==> config.mk <==
export PLATFORM = sky130hd
export DESIGN_NAME = jtag_mem_arbiter
export DESIGN_NICKNAME = d
export VERILOG_FILES = /design/src/rtl/jtag_mem_arbiter.sv
export SDC_FILE = /design/constraint.sdc
export NUM_CORES = 1
export LEC_CHECK = 0
export ABC_AREA = 0
export CAP_MARGIN = 40
export CORE_MARGIN = 4
export CORE_UTILIZATION = 34
export CTS_CLUSTER_DIAMETER = 60
export DETAILED_ROUTE_END_ITERATION = 10
export GPL_TIMING_DRIVEN = 1
export PLACE_DENSITY = 0.76
export SETUP_SLACK_MARGIN = 0.5
export SLEW_MARGIN = 10
export SYNTH_ARGS = -nofsm -noshare
export SYNTH_HDL_FRONTEND = slang
export SYNTH_SLANG_ARGS = --single-unit
==> constraint.sdc <==
create_clock -name CLK -period 2.2 [get_ports CLK]
set_clock_uncertainty 0.2 [all_clocks]
set_input_delay 0.44 -clock CLK [delete_from_list [all_inputs] [get_ports CLK]]
set_output_delay 0.44 -clock CLK [all_outputs]
set_load 0.05 [all_outputs]
==> src/rtl/jtag_mem_arbiter.sv <==
// jtag_mem_arbiter: shares the single-port RAM between the CPU bus (fixed
// priority) and the JTAG debug path, with a starvation-limited forced slot.
module jtag_mem_arbiter #(
    parameter int unsigned ADDR_W     = 14,
    parameter int unsigned STARVE_MAX = 15
) (
    input  logic              CLK,
    input  logic              RESET,
    input  logic              CPU_REQ,
    input  logic              CPU_WE,
    input  logic [ADDR_W-1:0] CPU_ADDR,
    input  logic [31:0]       CPU_WDATA,
    output logic              CPU_GNT,
    output logic              CPU_RVALID,
    output logic [31:0]       CPU_RDATA,
    input  logic              JTAG_REQ_TGL,
    input  logic              JTAG_WE,
    input  logic [ADDR_W-1:0] JTAG_ADDR,
    input  logic [31:0]       JTAG_WDATA,
    output logic              JTAG_ACK_TGL,
    output logic [31:0]       JTAG_RDATA,
    output logic              JTAG_BUSY,
    output logic              MEM_EN,
    output logic              MEM_WE,
    output logic [ADDR_W-1:0] MEM_ADDR,
    output logic [31:0]       MEM_WDATA,
    input  logic [31:0]       MEM_RDATA
);

    localparam int unsigned CNT_W     = 8;
    localparam logic [CNT_W-1:0] STARVE_LIM = CNT_W'(STARVE_MAX);

    typedef enum logic [1:0] {
        IDLE  = 2'd0,
        JPEND = 2'd1,
        JDATA = 2'd2
    } state_e;

    state_e              state_q, state_d;
    logic                sync0_q, sync1_q;
    logic                prev_q, prev_d;
    logic [CNT_W-1:0]    count_q, count_d;
    logic                hold_we_q, hold_we_d;
    logic [ADDR_W-1:0]   hold_addr_q, hold_addr_d;
    logic [31:0]         hold_wdata_q, hold_wdata_d;
    logic                ack_q, ack_d;
    logic [31:0]         jrdata_q, jrdata_d;
    logic                cpu_rvalid_q, cpu_rvalid_d;

    logic                req_edge;
    logic                jtag_slot;

    // Pending request is the difference between synchronised and consumed level.
    assign req_edge  = sync1_q ^ prev_q;

    // JTAG owns the RAM when CPU is idle or the starvation limit is reached.
    assign jtag_slot = !RESET && (state_q == JPEND) &&
                       (!CPU_REQ || (count_q == STARVE_LIM));

    // RAM mux and CPU grant.
    always_comb begin
        MEM_EN    = CPU_REQ;
        MEM_WE    = CPU_WE;
        MEM_ADDR  = CPU_ADDR;
        MEM_WDATA = CPU_WDATA;
        if (jtag_slot) begin
            MEM_EN    = 1'b1;
            MEM_WE    = hold_we_q;
            MEM_ADDR  = hold_addr_q;
            MEM_WDATA = hold_wdata_q;
        end
    end

    assign CPU_GNT      = CPU_REQ && !jtag_slot;
    assign CPU_RDATA    = MEM_RDATA;
    assign CPU_RVALID   = cpu_rvalid_q;
    assign JTAG_ACK_TGL = ack_q;
    assign JTAG_RDATA   = jrdata_q;
    assign JTAG_BUSY    = !RESET && (state_q != IDLE);

    // Next-state and register updates for the JTAG access sequencer.
    always_comb begin
        state_d      = state_q;
        prev_d       = prev_q;
        count_d      = count_q;
        hold_we_d    = hold_we_q;
        hold_addr_d  = hold_addr_q;
        hold_wdata_d = hold_wdata_q;
        ack_d        = ack_q;
        jrdata_d     = jrdata_q;
        cpu_rvalid_d = CPU_GNT && !CPU_WE;

        case (state_q)
            IDLE: begin
                if (req_edge) begin
                    prev_d       = sync1_q;
                    hold_we_d    = JTAG_WE;
                    hold_addr_d  = JTAG_ADDR;
                    hold_wdata_d = JTAG_WDATA;
                    count_d      = '0;
                    state_d      = JPEND;
                end
            end
            JPEND: begin
                if (jtag_slot) begin
                    state_d = JDATA;
                end else if (count_q != STARVE_LIM) begin
                    count_d = count_q + CNT_W'(1);
                end
            end
            JDATA: begin
                if (!hold_we_q) begin
                    jrdata_d = MEM_RDATA;
                end
                ack_d   = !ack_q;
                state_d = IDLE;
            end
            default: state_d = IDLE;
        endcase
    end

    // State and datapath registers with synchronous reset.
    always_ff @(posedge CLK) begin
        if (RESET) begin
            state_q      <= IDLE;
            sync0_q      <= 1'b0;
            sync1_q      <= 1'b0;
            prev_q       <= 1'b0;
            count_q      <= '0;
            hold_we_q    <= 1'b0;
            hold_addr_q  <= '0;
            hold_wdata_q <= '0;
            ack_q        <= 1'b0;
            jrdata_q     <= '0;
            cpu_rvalid_q <= 1'b0;
        end else begin
            state_q      <= state_d;
            sync0_q      <= JTAG_REQ_TGL;
            sync1_q      <= sync0_q;
            prev_q       <= prev_d;
            count_q      <= count_d;
            hold_we_q    <= hold_we_d;
            hold_addr_q  <= hold_addr_d;
            hold_wdata_q <= hold_wdata_d;
            ack_q        <= ack_d;
            jrdata_q     <= jrdata_d;
            cpu_rvalid_q <= cpu_rvalid_d;
        end
    end

endmodule

==> results.cfg, run 1 <==
[die]
die-area_um2 = 14200
io_pins = 246
die_h_um = 119
floorplan.initialDensity_pct = 34.9
die_w_um = 119
row_count = 40
core_area_um2 = 12100

[finish]
layout_common_cells = 159 x nand2_1, 95 x clkdlybuf4s50_1, 89 x dfxtp_1, 82 x a21oi_1, 60 x buf_6
antenna_cells = 0
nNetsFinal = 874
final_area_um2 = 7780
n_fill_cell = 960
area_growth_pct = 84.6
drive_gt1_share_pct = 34.9
final_common_cell = nand2_1

[routing]
wl_per_cell_um = 17.1
antenna_left = 0
routed-via-count = 4421
first_pass_iters = 4
drt-total-wl_um = 15700
drt_iter0_markers = 238
via_per_inst = 4.83
drc_errors = 0

[placed_design]
postPlaceCellArea_um2 = 6970
post-dp-hpwl_um = 10600
port_buffers = 245
place.gp.congestion = 0.792
dp_slack_ps = -339

[timing]
holdWs_ps = 250
rsz0062_at_grt = yes
setup_violations = 56
drv_slew = 0
relSlewSlack_pct = 29.9
fmax_mhz = 378
tightest_slew_ps = 1050
min_period_over_period_pct = 120
post-route-min-period_ps = 2650
setup_tns_ps = -21280
hold_viol = 0
setup_slack_ps = -448

[worst_hold_path]
min_path_type = reg2reg
hp-start = JTAG_RDATA[6]$_SDFFE_PP0P_

[logic_synthesis]
synth-seq-area-share_pct = 44.7
dominantRegCellSynth = dfxtp_1
ys_seq_elements = 94
avgSynthCellArea_um2 = 8.36
postSynthCellCount = 504
synth_cell_types = 35
syn-num-nets = 635
async_flop_share_pct = 0
synth_edf_count = 0
syn_area_um2 = 4210
synth_warnings = 0

[worst_setup_path]
path_cells = nor4_4 -> nand2_4 -> a21o_4 -> buf_16 -> mux2_4 -> buf_8
rrSetupSlack_ps = -200
ff2ff_path_depth = 13
critPathKind = reg2out
cp_slowest_cell = nor4_4
crit_path_start_kind = flop
required_ps = 1560
timing.critical_path.from = count_q[7]$_SDFFE_PP0P_
r2r-end = count_q[2]$_SDFFE_PP0P_
worst-path-max-fanout = 14
cpPeakStageDelay_ps = 350
r2r-start = count_q[1]$_SDFFE_PP0P_
crit_arrival_ps = 2010
end_kind = output port
cp-endpoint = MEM_ADDR[0]

[power_and_ir_drop]
peakVddDrop_mv = 0.524
pwr-share-clk_pct = 34.1
p_sw_share_pct = 29.3
p_per_area_nw_per_um2 = 593
p_int_uw = 3260
leakage_uw = 0.00324
pwr-share-comb_pct = 27.0
p_switching_uw = 1350
power_uw = 4610
seqPwrFrac_pct = 38.9

[clock_network]
clkTransAtPathRegs_ps = 60
root_buffer = clkbuf_16
clockBufferDepth = 2
cts_num_sinks = 94
cts_tree = done
cts_made_buffers = 9
cts_max_level = 3
insertion_delay_ps = 340

[run_status]
violations = negative setup slack
outcome = complete, but fails checks

[grt]
grt_overflow_total = 0
grt_max_degree = 52
antenna_found_initial = 0
grt_first_pass_wirelength_um = 23400
track_usage_pct = 20.5
grt_pass1_vias = 4608

[job]
drv_cap = 0
==> repair_timing <==
item	CTS	global route
resized for setup	257	32
setup endpoints to repair	153	99
setup buffers	9	9
pin swaps	10	5
cloned	1	3
hold buffers	0	0
==> layer usage <==
metal  part of all wire [%]  vias up  track usage (%)
met5                      0        -                0
li1                       -     2125                -
met3                     10       21             9.45
met1                     37     2077             21.6
met4                    1.5        0             5.58
met2                     52      198             36.7
==> cells in the mapped netlist, types with 2 or more instances <==
library cell  number  area (um2)
nand2_1          162         608
a21oi_1           84         420
and2_1             3        18.8
nand2b_1           6        37.5
mux2i_1            2        20.0
o21a_1             2        15.0
nand3_1            3        15.0
a21o_1             2        15.0
and3_1             4        25.0
mux2_2            39         439
buf_2             10        50.1
buf_6              2        22.5
nor2b_1            4        25.0
mux2_4             8         120
dfxtp_1           94        1880
buf_4             32         240
a31oi_1            5        31.3
clkbuf_1          20        75.1
nor2_1             5        18.8
buf_1              2        7.51
==> registers in the layout (all words and copies together), names as in the netlist, 2 cells and up <==
name / cells
count_q: 8
hold_wdata_q: 32
hold_addr_q: 14
JTAG_RDATA: 32
state_q: 2
==> cell families after synthesis <==
logic type | synth area share [%]
AOI/OAI and AO/OA | 12.6
buffers and inverters | 9.47
and+or+nand+nor | 18.8
muxes | 13.8
xor gates and xnor gates | 0.416
DFF | 44.7
adders and majority gates | 0.297
==> power groups by stage <==
stage                     Combinational [uW]  Sequential, uW  Clock [uW]
after floorplan                          591            1850           0
after global placement                  1120            1830           0
after detailed placement                1140            1830           0
after CTS                               1190            1790        1610
after global routing                    1300            1800        1690
final                                   1240            1790        1570
==> critical path, delay by kind of cell, from the launching register on <==
kind                   cells  cell delay (ps)
buffers and inverters      2              330
AOI/OAI and AO/OA          1              270
muxes                      1              310
DFF                        1              340
and+or+nand+nor            2              430
==> through the flow <==
| step | cells | utilization (%) |
|---|---|---|
| after floorplan | 504 | - |
| after global placement | 878 | 57.8 |
| after detailed placement | 878 | 57.8 |
| after CTS | 904 | 62.8 |
| after global routing | 916 | 64.5 |
| final | 916 | 64.5 |
==> worst min-delay path by stage <==
stage | to | slack (ps) | depth (start not counted)
3_3_place_gp | sync1_q$_SDFF_PP0_ | 220 | 1
6_report | JTAG_RDATA[6]$_SDFFE_PP0P_ | 250 | 2
2_1_floorplan | sync1_q$_SDFF_PP0_ | 210 | 1
4_1_cts | sync1_q$_SDFF_PP0_ | 250 | 1
5_1_grt | hold_wdata_q[6]$_SDFFE_PP0P_ | 270 | 2
3_5_place_dp | sync1_q$_SDFF_PP0_ | 240 | 1
==> final cells by class <==
cell class	count	area, um2	area share [%]
repair buffers	294	3230	41.5
multi-input cells	343	2140	27.6
flip-flops and latches	94	1890	24.3
clock buffers	11	243	3.12
well taps	168	210	2.70
clock inverters	5	58.8	0.756
inverters	1	3.75	0.0483
(Power assumes the default switching activity.)
==> inputs of run 2 (changes only) <==
- CORE_MARGIN: 4 -> unset
- HOLD_SLACK_MARGIN: unset -> 0.06
==> results.cfg, run 2 (synthesized netlist as in run 1, its figures left out) <==
[run_status]
outcome = complete, but fails checks
violations = negative setup slack

[worst_setup_path]
path_cells = nor4_4 -> nand2_2 -> a21o_4 -> buf_16 -> mux2_4 -> buf_6
critPathKind = reg2out
r2r-start = count_q[1]$_SDFFE_PP0P_
crit_path_start_kind = flop
cp_slowest_cell = dfxtp_2
cpPeakStageDelay_ps = 340
crit_buf_inv = 2
cp_top_family = simple AND/OR/NAND/NOR gates
required_ps = 1560
crit_arrival_ps = 2020
end_kind = output port
worst-path-max-fanout = 14
rrSetupSlack_ps = 260
r2r-end = count_q[6]$_SDFFE_PP0P_
ff2ff_path_depth = 7

[placed_design]
place.gp.congestion = 0.756
postPlaceCellArea_um2 = 6980
post-dp-hpwl_um = 9560
port_buffers = 245

[finish]
nNetsFinal = 860
final_area_um2 = 7430
multiInputGateArea_um2 = 2040
final_common_cell = nand2_1
antenna_cells = 0
area_growth_pct = 76.4
layout_common_cells = 160 x nand2_1, 95 x clkdlybuf4s50_1, 88 x dfxtp_1, 84 x a21oi_1, 53 x buf_6
ff_latch_area_um2 = 1890
n_fill_cell = 1010
drive_gt1_share_pct = 32.2

[routing]
drt-total-wl_um = 13500
wl_per_cell_um = 14.9
drt_iter0_markers = 183
via_per_inst = 4.72
routed-via-count = 4256
antenna_left = 0
first_pass_iters = 4
drc_errors = 0

[timing]
setup_slack_ps = -457
holdWs_ps = 242
rsz0062_at_grt = yes
hold_viol = 0
relSlewSlack_pct = 68.3
min_period_over_period_pct = 121
post-route-min-period_ps = 2660
tightest_slew_ps = 476
drv_slew = 0
fmax_mhz = 376
setup_violations = 48
setup_tns_ps = -20840

[clock_network]
clockBufferDepth = 2
insertion_delay_ps = 340
cts_num_sinks = 94
hold_buffers = 0
root_buffer = clkbuf_16
cts_max_level = 3
cts_made_buffers = 9
clkTransAtPathRegs_ps = 60
cts_tree = done

[power_and_ir_drop]
seqPwrFrac_pct = 40.8
peakVddDrop_mv = 0.343
pwr-share-clk_pct = 32.3
p_switching_uw = 1290
power_uw = 4390
p_int_uw = 3110
leakage_uw = 0.00309
p_sw_share_pct = 29.3
p_per_area_nw_per_um2 = 591
pwr-share-comb_pct = 26.9

[worst_hold_path]
min_path_type = reg2reg
hp-start = sync0_q$_SDFF_PP0_
min_to = sync1_q$_SDFF_PP0_
hold_depth = 1

[die]
floorplan.initialDensity_pct = 34.9
core_area_um2 = 12100
io_pins = 246
row_count = 40
die_w_um = 113
die_h_um = 113
die-area_um2 = 12800

[grt]
antenna_found_initial = 0
track_usage_pct = 20.9
grt_max_degree = 48
grt_overflow_total = 0
grt_pass1_vias = 4290
grt_first_pass_wirelength_um = 20900

[job]
drv_cap = 0
[run 2: through the flow]
step | setup slack (ps) | instances | utilization, %
detailed placement | -383 | 879 | 57.9
finish | -457 | 902 | 61.6
global placement | -310 | 879 | 57.9
CTS | -477 | 896 | 61.3
floorplan | -6.28 | 504 | -
global route | -514 | 902 | 61.6
[run 2: worst max path at each step]
stage                               end  depth (start not counted)               startpoint  slack, ps
after floorplan           MEM_WDATA[16]                          7  count_q[1]$_SDFFE_PP0P_         -6
after global placement     MEM_WDATA[7]                          5                  CPU_REQ       -310
after detailed placement   MEM_WDATA[7]                          5                  CPU_REQ       -380
after CTS                 MEM_WDATA[10]                          6  count_q[6]$_SDFFE_PP0P_       -480
after global routing      MEM_WDATA[22]                          6  count_q[4]$_SDFFE_PP0P_       -510
final                     MEM_WDATA[23]                          6  count_q[4]$_SDFFE_PP0P_       -460
[run 2: power groups by stage]
stage	Combinational, uW	Sequential (uW)	Clock [uW]
4_1_cts	1170	1790	1480
2_1_floorplan	591	1850	0
3_5_place_dp	1130	1830	0
5_1_grt	1240	1800	1550
6_report	1180	1790	1420
3_3_place_gp	1120	1830	0
[run 2: worst register-to-register path: stages, from the launching register on]
cell and delay (ps):
dfxtp_2 330, ha_4 160, and3_4 180, buf_4 140
a211oi_1 360, buf_4 220, a31oi_1 80, a31oi_1 190
[run 2: layout make-up]
class                   count  area share (%)
inverters                   1          0.0505
repair buffers            280            40.5
clock inverters             4           0.303
multi-input cells         343            27.5
clock buffers              12            3.32
well taps                 168            2.83
flip-flops and latches     94            25.5
[run 2: per-layer routing]
metal / wire, um / GRT usage (%) / share of wire (%)
met4: 291 / 8.95 / 2.2
met1: 5180 / 22.8 / 38
met2: 6810 / 37.7 / 51
met5: 0 / 0 / 0
met3: 1180 / 5.89 / 8.8
[run 2: timing repair]
item	4_1_cts	5_1_grt
gates resized for setup	248	29
setup buffers	0	6
gates cloned	1	0
pin swaps	3	5
setup endpoints to repair	192	140
